[src/rtl/calc_core.sv]
// Hex keypad calculator core: two-operand entry, ADD/SUB in one cycle,
// MUL by iterative shift-add over WIDTH cycles, with sticky overflow.
module calc_core #(
  parameter int WIDTH = 16
) (
  input  logic             clock,
  input  logic             reset,
  input  logic             newkey,
  input  logic [4:0]       keycode,
  output logic [WIDTH-1:0] display,
  output logic             busy,
  output logic             overflow,
  output logic             key_dropped
);

  localparam int DIGITS = WIDTH / 4;
  localparam int CW     = $clog2(DIGITS + 1);
  localparam int EW     = $clog2(WIDTH);

  localparam logic [2:0] ENTRY_A = 3'd0;
  localparam logic [2:0] OP_PEND = 3'd1;
  localparam logic [2:0] ENTRY_B = 3'd2;
  localparam logic [2:0] EXEC    = 3'd3;
  localparam logic [2:0] RESULT  = 3'd4;

  localparam logic [1:0] OP_ADD = 2'd0;
  localparam logic [1:0] OP_SUB = 2'd1;
  localparam logic [1:0] OP_MUL = 2'd2;

  logic [2:0]         state;
  logic [WIDTH-1:0]   a, b, result, disp_hold;
  logic [WIDTH-1:0]   opa, opb, mplier;
  logic [2*WIDTH-1:0] mcand, prod;
  logic [CW-1:0]      count;
  logic [EW-1:0]      cycle;
  logic [1:0]         op, next_op;
  logic               chain;

  logic               is_digit, is_op, is_eq, is_ce, is_ac;
  logic [WIDTH-1:0]   digit_val;
  logic               start_exec, start_chain;
  logic [WIDTH-1:0]   start_a;
  logic [WIDTH:0]     sum;
  logic [2*WIDTH-1:0] prod_next;
  logic               last;
  logic [WIDTH-1:0]   exec_val;
  logic               exec_ovf;

  // Classify the incoming key and zero-extend a digit to operand width.
  always_comb begin
    is_digit  = keycode[4];
    is_op     = !keycode[4] && (keycode[3:0] <= 4'h2);
    is_eq     = (keycode == 5'h03);
    is_ce     = (keycode == 5'h04);
    is_ac     = (keycode == 5'h05);
    digit_val = {{(WIDTH-4){1'b0}}, keycode[3:0]};
  end

  // Decide when a keypress launches an operation and which value acts as A.
  always_comb begin
    start_exec  = 1'b0;
    start_chain = 1'b0;
    start_a     = a;
    if (newkey && state == ENTRY_B && (is_eq || is_op)) begin
      start_exec  = 1'b1;
      start_chain = is_op;
    end
    if (newkey && state == RESULT && is_eq) begin
      start_exec = 1'b1;
      start_a    = result;
    end
  end

  // Arithmetic datapath; the multiply folds in its final partial product
  // combinationally so the result lands on the last EXEC cycle.
  always_comb begin
    sum       = {1'b0, opa} + {1'b0, opb};
    prod_next = prod + (mplier[0] ? mcand : '0);
    last      = (op != OP_MUL) || (cycle == EW'(WIDTH - 1));
    exec_val  = sum[WIDTH-1:0];
    exec_ovf  = sum[WIDTH];
    case (op)
      OP_SUB: begin
        exec_val = opa - opb;
        exec_ovf = (opa < opb);
      end
      OP_MUL: begin
        exec_val = prod_next[WIDTH-1:0];
        exec_ovf = |prod_next[2*WIDTH-1:WIDTH];
      end
      default: ;
    endcase
  end

  // Select what the display shows; EXEC holds the value seen before launch.
  always_comb begin
    case (state)
      ENTRY_B: display = b;
      EXEC:    display = disp_hold;
      RESULT:  display = result;
      default: display = a;
    endcase
    busy = (state == EXEC);
  end

  // Main keypad state machine; AC behaves exactly like reset, even mid-EXEC.
  always_ff @(posedge clock) begin
    if (reset || (newkey && is_ac)) begin
      state       <= ENTRY_A;
      a           <= '0;
      b           <= '0;
      result      <= '0;
      disp_hold   <= '0;
      opa         <= '0;
      opb         <= '0;
      mcand       <= '0;
      mplier      <= '0;
      prod        <= '0;
      count       <= '0;
      cycle       <= '0;
      op          <= OP_ADD;
      next_op     <= OP_ADD;
      chain       <= 1'b0;
      overflow    <= 1'b0;
      key_dropped <= 1'b0;
    end else begin
      key_dropped <= 1'b0;
      if (start_exec) begin
        state     <= EXEC;
        opa       <= start_a;
        opb       <= b;
        mcand     <= {{WIDTH{1'b0}}, start_a};
        mplier    <= b;
        prod      <= '0;
        cycle     <= '0;
        overflow  <= 1'b0;
        disp_hold <= display;
        chain     <= start_chain;
        if (start_chain) next_op <= keycode[1:0];
      end else begin
        case (state)
          ENTRY_A: if (newkey) begin
            if (is_digit && count < CW'(DIGITS)) begin
              a     <= {a[WIDTH-5:0], keycode[3:0]};
              count <= count + CW'(1);
            end else if (is_op) begin
              op    <= keycode[1:0];
              state <= OP_PEND;
            end else if (is_ce) begin
              a     <= '0;
              count <= '0;
            end
          end
          OP_PEND: if (newkey) begin
            if (is_op) begin
              op <= keycode[1:0];
            end else if (is_digit) begin
              b     <= digit_val;
              count <= CW'(1);
              state <= ENTRY_B;
            end
          end
          ENTRY_B: if (newkey) begin
            if (is_digit && count < CW'(DIGITS)) begin
              b     <= {b[WIDTH-5:0], keycode[3:0]};
              count <= count + CW'(1);
            end else if (is_ce) begin
              b     <= '0;
              count <= '0;
            end
          end
          EXEC: begin
            if (newkey && (is_digit || is_op || is_eq || is_ce))
              key_dropped <= 1'b1;
            prod   <= prod_next;
            mcand  <= mcand << 1;
            mplier <= mplier >> 1;
            cycle  <= cycle + EW'(1);
            if (last) begin
              result   <= exec_val;
              overflow <= exec_ovf;
              if (chain) begin
                a     <= exec_val;
                op    <= next_op;
                count <= '0;
                state <= OP_PEND;
              end else begin
                state <= RESULT;
              end
            end
          end
          RESULT: if (newkey) begin
            if (is_digit) begin
              a     <= digit_val;
              count <= CW'(1);
              state <= ENTRY_A;
            end else if (is_op) begin
              a     <= result;
              op    <= keycode[1:0];
              count <= '0;
              state <= OP_PEND;
            end
          end
          default: state <= ENTRY_A;
        endcase
      end
    end
  end

endmodule
[config.mk]
export PLATFORM = sky130hd
export DESIGN_NAME = calc_core
export DESIGN_NICKNAME = d
export VERILOG_FILES = /design/src/rtl/calc_core.sv
export SDC_FILE = /design/constraint.sdc
export NUM_CORES = 1
export LEC_CHECK = 0
export CAP_MARGIN = 20
export CELL_PAD_IN_SITES_DETAIL_PLACEMENT = 1
export CELL_PAD_IN_SITES_GLOBAL_PLACEMENT = 1
export CORE_MARGIN = 8
export CORE_UTILIZATION = 43
export DETAILED_ROUTE_END_ITERATION = 10
export GPL_ROUTABILITY_DRIVEN = 0
export PLACE_DENSITY_LB_ADDON = 0.15
export RECOVER_POWER = 100
export SYNTH_ARGS = -nofsm -noshare
export SYNTH_HDL_FRONTEND = slang
export SYNTH_SLANG_ARGS = --single-unit
export TNS_END_PERCENT = 20
[constraint.sdc]
create_clock -name clock -period 3.1 [get_ports clock]
set_clock_uncertainty 0.1 [all_clocks]
set_input_delay 0.465 -clock clock [delete_from_list [all_inputs] [get_ports clock]]
set_output_delay 0.465 -clock clock [all_outputs]
set_load 0.03 [all_outputs]
### Word-level counts from Yosys, hierarchy flattened

Index checks and enable logic that the tools add are counted.

| word-level totals | value |
|---|---|
| output and inout bits | 19 |
| logic and storage cells | 161 |
| register bits after elaboration | 193 |

| cells by class | value |
|---|---|
| muxes and demuxes | 65 |
| bitwise gates (word level) | 3 |
| reductions and logical operators | 33 |
| $add $sub $neg | 5 |
| equality and inequality tests | 33 |
| order comparisons | 3 |

Operators with widths:

| kind | number |
|---|---|
| 16-bit 2-to-1 mux | 19 |
| 16-bit case mux with 3 select lines | 2 |
| 3-bit 2-to-1 mux | 24 |
| 16-bit case mux with 2 select lines | 2 |
| 32-bit adder | 1 |
| 32-bit 2-to-1 mux | 1 |
| 3-bit case mux with 5 select lines | 2 |
| 3-bit != test (second input constant) | 9 |
| 2-bit != test (second input constant) | 11 |
| 2-bit 2-to-1 mux | 9 |
| 9-bit AND reduction | 2 |
| 16-bit by 16-bit adder with 17-bit output | 1 |
| 16-bit less-than comparator | 1 |
| 8-bit AND reduction | 2 |
| 16-bit OR reduction | 1 |
| 16-bit subtractor | 1 |
| 12-bit AND reduction | 1 |
| 5-bit by 3-bit == test with 1-bit output (second input constant) | 2 |
| 1-bit logical AND | 8 |
| 2-bit case mux with 4 select lines | 1 |
| 7-bit AND reduction | 1 |
| 3-bit by 2-bit == test with 1-bit output (second input constant) | 2 |
| 1-bit logical OR | 6 |
| 5-bit by 2-bit == test with 1-bit output (second input constant) | 1 |
| 25 further kinds | 32 |

### Longest topological paths before layout

| depth | value |
|---|---|
| depth in word-level cells | 8 |
| mapped depth | 14 |

### Least setup slack after synthesis

No wires, ideal clock.

| path | value |
|---|---|
| path kind | reg2reg |
| from | register mplier[0] |
| to | register overflow |
| library setup time | 0.120 ns |
| arrival | 3.138 ns |
| required time | 2.880 ns |
| slack | -0.258 ns |
| cell stages (with the launch flop) | 14 |
| path buffers | 1 |
| path through | dfxtp_1 -> clkbuf_1 -> and2_1 -> ha_1 -> a21o_1 -> a2111o_1 -> o2111ai_2 -> nand3_2 -> a21oi_2 -> xnor2_1 -> nor4_1 -> nand4_1 -> or4b_1 -> o31a_1 |

| between the ends | value |
|---|---|
| cells in the longest elaborated chain, start to end | 4 |

Ends and longest elaborated chain:

| element | line | RTL |
|---|---|---|
| start, declared | 32 | `logic [WIDTH-1:0] opa, opb, mplier;` |
| start signal, assigned | 177 | `mplier <= mplier >> 1;` |
| 32-bit 2-to-1 mux | 78 | `prod_next = prod + (mplier[0] ? mcand : '0);` |
| 32-bit adder | 78 |  |
| 16-bit OR reduction | 89 | `exec_ovf = \|prod_next[2*WIDTH-1:WIDTH];` |
| 1-bit case mux with 2 select lines | 82 | `case (op)` |
| end signal, assigned | 181 | `overflow <= exec_ovf;` |
| end, declared | 12 | `output logic overflow,` |

Every way passes these cells.
A chain may end at the register's enable or synchronous reset.

### Worst setup path after layout

Same ends and word-level chain as after synthesis.

==> flow_summary.html <==
<table>
<tr><th>Metric</th><th>Value</th></tr>
<tr><th colspan="2">Run status</th></tr>
<tr><td>Outcome</td><td>finished, violations left</td></tr>
<tr><td>Violated checks</td><td>max-capacitance violations, max-slew violations, negative setup slack</td></tr>
<tr><th colspan="2">STA</th></tr>
<tr><td>Pins Over Slew Limit</td><td>37</td></tr>
<tr><td>Hold WS</td><td>about 360 ps</td></tr>
<tr><td>Slew at the pin closest to its max-slew limit</td><td>between 1500 and 2000 ps</td></tr>
<tr><td>Fraction of the cycle the final worst path needs</td><td>112.0%</td></tr>
<tr><td>Setup-violating endpoint count in the final report</td><td>81</td></tr>
<tr><td>Fmax</td><td>~0.29 GHz</td></tr>
<tr><td>RSZ-0062 raised after global routing</td><td>true</td></tr>
<tr><td>Remaining max-slew budget at the tightest pin</td><td>-7.552%</td></tr>
<tr><td>Shortest period the worst path allows</td><td>about 3500 ps</td></tr>
<tr><td>Hold Fails Final Rpt</td><td>0</td></tr>
<tr><td>Worst setup margin</td><td>-370.5 ps</td></tr>
<tr><th colspan="2">Detailed routing</th></tr>
<tr><td>Remaining design rule violation count</td><td>0</td></tr>
<tr><td>DR vias/cell</td><td>around 5.9</td></tr>
<tr><td>DRT antenna net count</td><td>0</td></tr>
<tr><td>Overall routed net length</td><td>a little over 40,000 um</td></tr>
<tr><td>Count of routing violations after the opening detailed-route iteration</td><td>784</td></tr>
<tr><td>Pre-Repair DR Iteration Count</td><td>5</td></tr>
<tr><td>Average routed wire per standard cell</td><td>20.31 um</td></tr>
<tr><td>Detailed-route via count</td><td>~12,000</td></tr>
<tr><th colspan="2">Clocking</th></tr>
<tr><td>Root buf cell</td><td>sky130_fd_sc_hd__clkbuf_16</td></tr>
<tr><td>Number of levels the H-tree was split into</td><td>4</td></tr>
<tr><td>CTS tree</td><td>done</td></tr>
<tr><td>Post-CTS Hold Fix Bufs</td><td>0</td></tr>
<tr><td>Insertion delay of the later-clocked pin in the worst-skew pair</td><td>around 450 ps</td></tr>
<tr><td>CTS buffer count</td><td>17</td></tr>
<tr><td>Clock Pin Slew Worst Setup and Hold Paths</td><td>90 ps</td></tr>
<tr><td>Number of buffers on the longest clock path</td><td>2</td></tr>
<tr><td>Num Clock Sinks</td><td>193</td></tr>
<tr><th colspan="2">Die</th></tr>
<tr><td>Total core area</td><td>26,580 um^2</td></tr>
<tr><td>Die area</td><td>32,240 um^2</td></tr>
<tr><td>I/O pin total</td><td>27</td></tr>
<tr><td>Initial Util</td><td>between 40% and 50%</td></tr>
<tr><td>Width of the die</td><td>roughly 180 um</td></tr>
<tr><td>Height of the die</td><td>roughly 180 um</td></tr>
<tr><td>Row cnt</td><td>60</td></tr>
<tr><th colspan="2">Finish</th></tr>
<tr><td>Filler Cells Inserted</td><td>approximately 3,300</td></tr>
<tr><td>Cell Count, Final, Fillers Out</td><td>2,019</td></tr>
<tr><td>Post-synthesis to final-layout area growth</td><td>27.25%</td></tr>
<tr><td>Final-stage net count</td><td>about 1,700</td></tr>
<tr><td>Share of layout cells above drive strength 1</td><td>between 20% and 30%</td></tr>
<tr><td>Antenna fix cells</td><td>0</td></tr>
<tr><td>Fraction of the core area covered by cells at the end of the flow</td><td>approximately 55%</td></tr>
<tr><th colspan="2">Placed design</th></tr>
<tr><td>Number of cells in the design after placement</td><td>around 2,000</td></tr>
<tr><td>Number of port buffers</td><td>26</td></tr>
<tr><td>Worst slack, placed</td><td>-401.2 ps</td></tr>
<tr><td>Post-DP HPWL</td><td>between 20,000 and 30,000 um</td></tr>
<tr><th colspan="2">Worst setup path</th></tr>
<tr><td>CP Class</td><td>reg2reg</td></tr>
<tr><td>Critical register-to-register path endpoint</td><td>overflow</td></tr>
<tr><td>Critical Path Sink</td><td>overflow</td></tr>
<tr><td>Depth of the worst register-to-register path</td><td>13</td></tr>
<tr><td>CP startpoint kind</td><td>flop</td></tr>
<tr><td>Required time of the critical path</td><td>between 3000 and 4000 ps</td></tr>
<tr><td>First element of the critical path</td><td>mplier[0]</td></tr>
<tr><td>Kind of end point of the critical path</td><td>flop</td></tr>
<tr><td>CP Data Arrival Time</td><td>3700 ps</td></tr>
<tr><td>Maximum fanout along the worst path</td><td>17</td></tr>
<tr><td>Worst r2r src</td><td>mplier[0]</td></tr>
<tr><td>Setup slack of the worst register-to-register path</td><td>-370 ps</td></tr>
<tr><th colspan="2">Logic synthesis</th></tr>
<tr><td>Avg Synthesized Cell Area</td><td>roughly 7.6 um^2</td></tr>
<tr><td>Area share of the largest cell type after synthesis</td><td>roughly 34%</td></tr>
<tr><td>Most frequent cell after synthesis</td><td>sky130_fd_sc_hd__nand2_1</td></tr>
<tr><td>Warnings from Yosys</td><td>0</td></tr>
<tr><td>List of most frequent post-synthesis cells</td><td>269 x sky130_fd_sc_hd__nand2_1, 193 x sky130_fd_sc_hd__dfxtp_1, 183 x sky130_fd_sc_hd__a21oi_1</td></tr>
<tr><td>Post-synthesis cell type with the largest combined area</td><td>sky130_fd_sc_hd__dfxtp_1</td></tr>
<tr><td>Sequential cell area fraction in the yosys report</td><td>between 30% and 40%</td></tr>
<tr><td>Library cells used by synthesis</td><td>about 70</td></tr>
<tr><td>Proportion of synthesized flip-flops having asynchronous set or reset</td><td>0%</td></tr>
<tr><td>Synthesized flop and latch total</td><td>roughly 190</td></tr>
<tr><td>Gate count after technology mapping</td><td>around 1,500</td></tr>
<tr><td>Number of nets in the synthesized netlist</td><td>around 1,600</td></tr>
<tr><td>Synth top area cells</td><td>sky130_fd_sc_hd__dfxtp_1 34%, sky130_fd_sc_hd__nand2_1 8.8%, sky130_fd_sc_hd__a21oi_1 8.0%</td></tr>
<tr><td>Syn Std Cell Area</td><td>11,500 um^2</td></tr>
<tr><td>Most used flip-flop cell after synthesis</td><td>sky130_fd_sc_hd__dfxtp_1</td></tr>
<tr><td>Number of flops mapped to enable cells by yosys</td><td>0</td></tr>
<tr><th colspan="2">Global routing</th></tr>
<tr><td>Vias in the first global route</td><td>12,150</td></tr>
<tr><td>Wire length of the first global-routing pass</td><td>~64,000 um</td></tr>
<tr><td>Antenna violations before repair</td><td>0</td></tr>
<tr><td>Global-route congestion overflow total</td><td>0</td></tr>
<tr><td>Maximum number of pins on one net before global-route repair</td><td>120</td></tr>
<tr><td>Overall global routing resource usage</td><td>roughly 24%</td></tr>
<tr><th colspan="2">Power</th></tr>
<tr><td>Leakage Power</td><td>a little under 6 nW</td></tr>
<tr><td>Cell Pwr Density</td><td>around 350 nW/um^2</td></tr>
<tr><td>PnR Total Power</td><td>between 5 and 6 mW</td></tr>
<tr><td>Worst voltage drop across the vdd grid</td><td>0.2887 mV</td></tr>
<tr><th colspan="2">Flow run</th></tr>
<tr><td>Max cap viols</td><td>1</td></tr>
<tr><th colspan="2">Min path</th></tr>
<tr><td>Class of the tightest hold or removal check</td><td>reg2reg</td></tr>
</table>
power by group:
part	internal, mW	switching [mW]
combinational	0.101	0.193
clock	1.10	1.21
sequential	2.49	0.0215
sequential cells by signal (all words and copies together), names as in the netlist, 16 cells and up:
signal,flops
mplier,16
a,16
prod,32
opa,16
disp_hold,16
opb,16
result,16
mcand,32
b,16
critical path: stages, from the launching register on:
cell	delay [ps]
sky130_fd_sc_hd__dfxtp_4	370
sky130_fd_sc_hd__buf_12	150
sky130_fd_sc_hd__and2_4	160
sky130_fd_sc_hd__ha_4	210
sky130_fd_sc_hd__a21o_1	170
sky130_fd_sc_hd__a2111o_1	370
sky130_fd_sc_hd__o2111ai_2	230
sky130_fd_sc_hd__nand3_2	90
sky130_fd_sc_hd__a21oi_2	150
sky130_fd_sc_hd__xnor2_1	90
sky130_fd_sc_hd__nor4_1	390
sky130_fd_sc_hd__nand4_1	140
sky130_fd_sc_hd__or4b_1	480
sky130_fd_sc_hd__o31a_1	240
worst min-delay path by stage:
stage / slack [ps] / end / cells past startpoint / startpoint
finish: 360 / disp_hold[13] / 2 / disp_hold[13]
global route: 380 / disp_hold[8] / 2 / disp_hold[8]
CTS: 360 / disp_hold[8] / 2 / disp_hold[8]
detailed placement: 350 / disp_hold[8] / 2 / disp_hold[8]
global placement: 340 / disp_hold[6] / 2 / disp_hold[6]
floorplan: 330 / disp_hold[0] / 2 / disp_hold[0]
metrics by stage:
step,instance area [um^2],setup TNS [ps]
2_1_floorplan,11600,-31.15
3_3_place_gp,13500,-684.0
3_5_place_dp,13500,-1404
4_1_cts,14340,-540.4
5_1_grt,14640,-31990
6_report,14640,-8448
per-layer routing:
metal  global-route usage (%)  share of wire (%)  up-vias
li1                         -                  -     5651
met1                    29.23                 44     5888
met2                    44.26                 51      249
met3                    3.367                3.3       63
met4                    6.235                2.0        0
met5                        0                  0        -
cells in the final DEF, fill, tap and decap left out, drive strengths merged, types with 7 or more instances in the layout:
master         Yosys  layout
a211oi            20      20
a21o              26      26
a21oi            184     184
a221oi            25      25
a22oi             15      15
a31oi             31      31
and2              36      36
buf               10     212
clkbuf            93      35
clkdlybuf4s50      0      10
clkinv             1      11
dfxtp            193     193
ha                67      67
inv               49      54
mux2i             38      38
nand2            269     269
nand2b            14      14
nand3             33      33
nand4              9       9
nor2             144     144
nor2b              8       8
nor3              14      14
nor4               8       8
o211ai            11      11
o21ai             48      48
o21bai             9       9
o221a             17      17
o221ai             7       7
xnor2             32      32
cell families after synthesis:
group | after synthesis | share of synthesized area (%)
compound gates | 456 | 26.26
xor+xnor | 38 | 2.893
fa+ha+maj | 70 | 7.809
buf+inv | 153 | 5.047
flops | 193 | 33.59
mux | 38 | 3.306
simple gates | 558 | 21.10
cell type report:
class | count | area, um^2 | share of cell area, %
clock buffer | 17 | 425.4 | 2.906
clock inverter | 15 | 188.9 | 1.291
inverter | 50 | 188.9 | 1.291
multi-input combinational | 1160 | 7647 | 52.24
sequential | 193 | 3872 | 26.46
tap | 341 | 426.7 | 2.915
timing repair buffer | 243 | 1888 | 12.90
repair_timing:
item | CTS | global route
pin swaps | 26 | 26
endpoints found under the setup margin | 15 | 24
buffers inserted | 4 | 10
gates resized for setup | 38 | 55
Note: power is estimated with default switching activity, not from simulation.
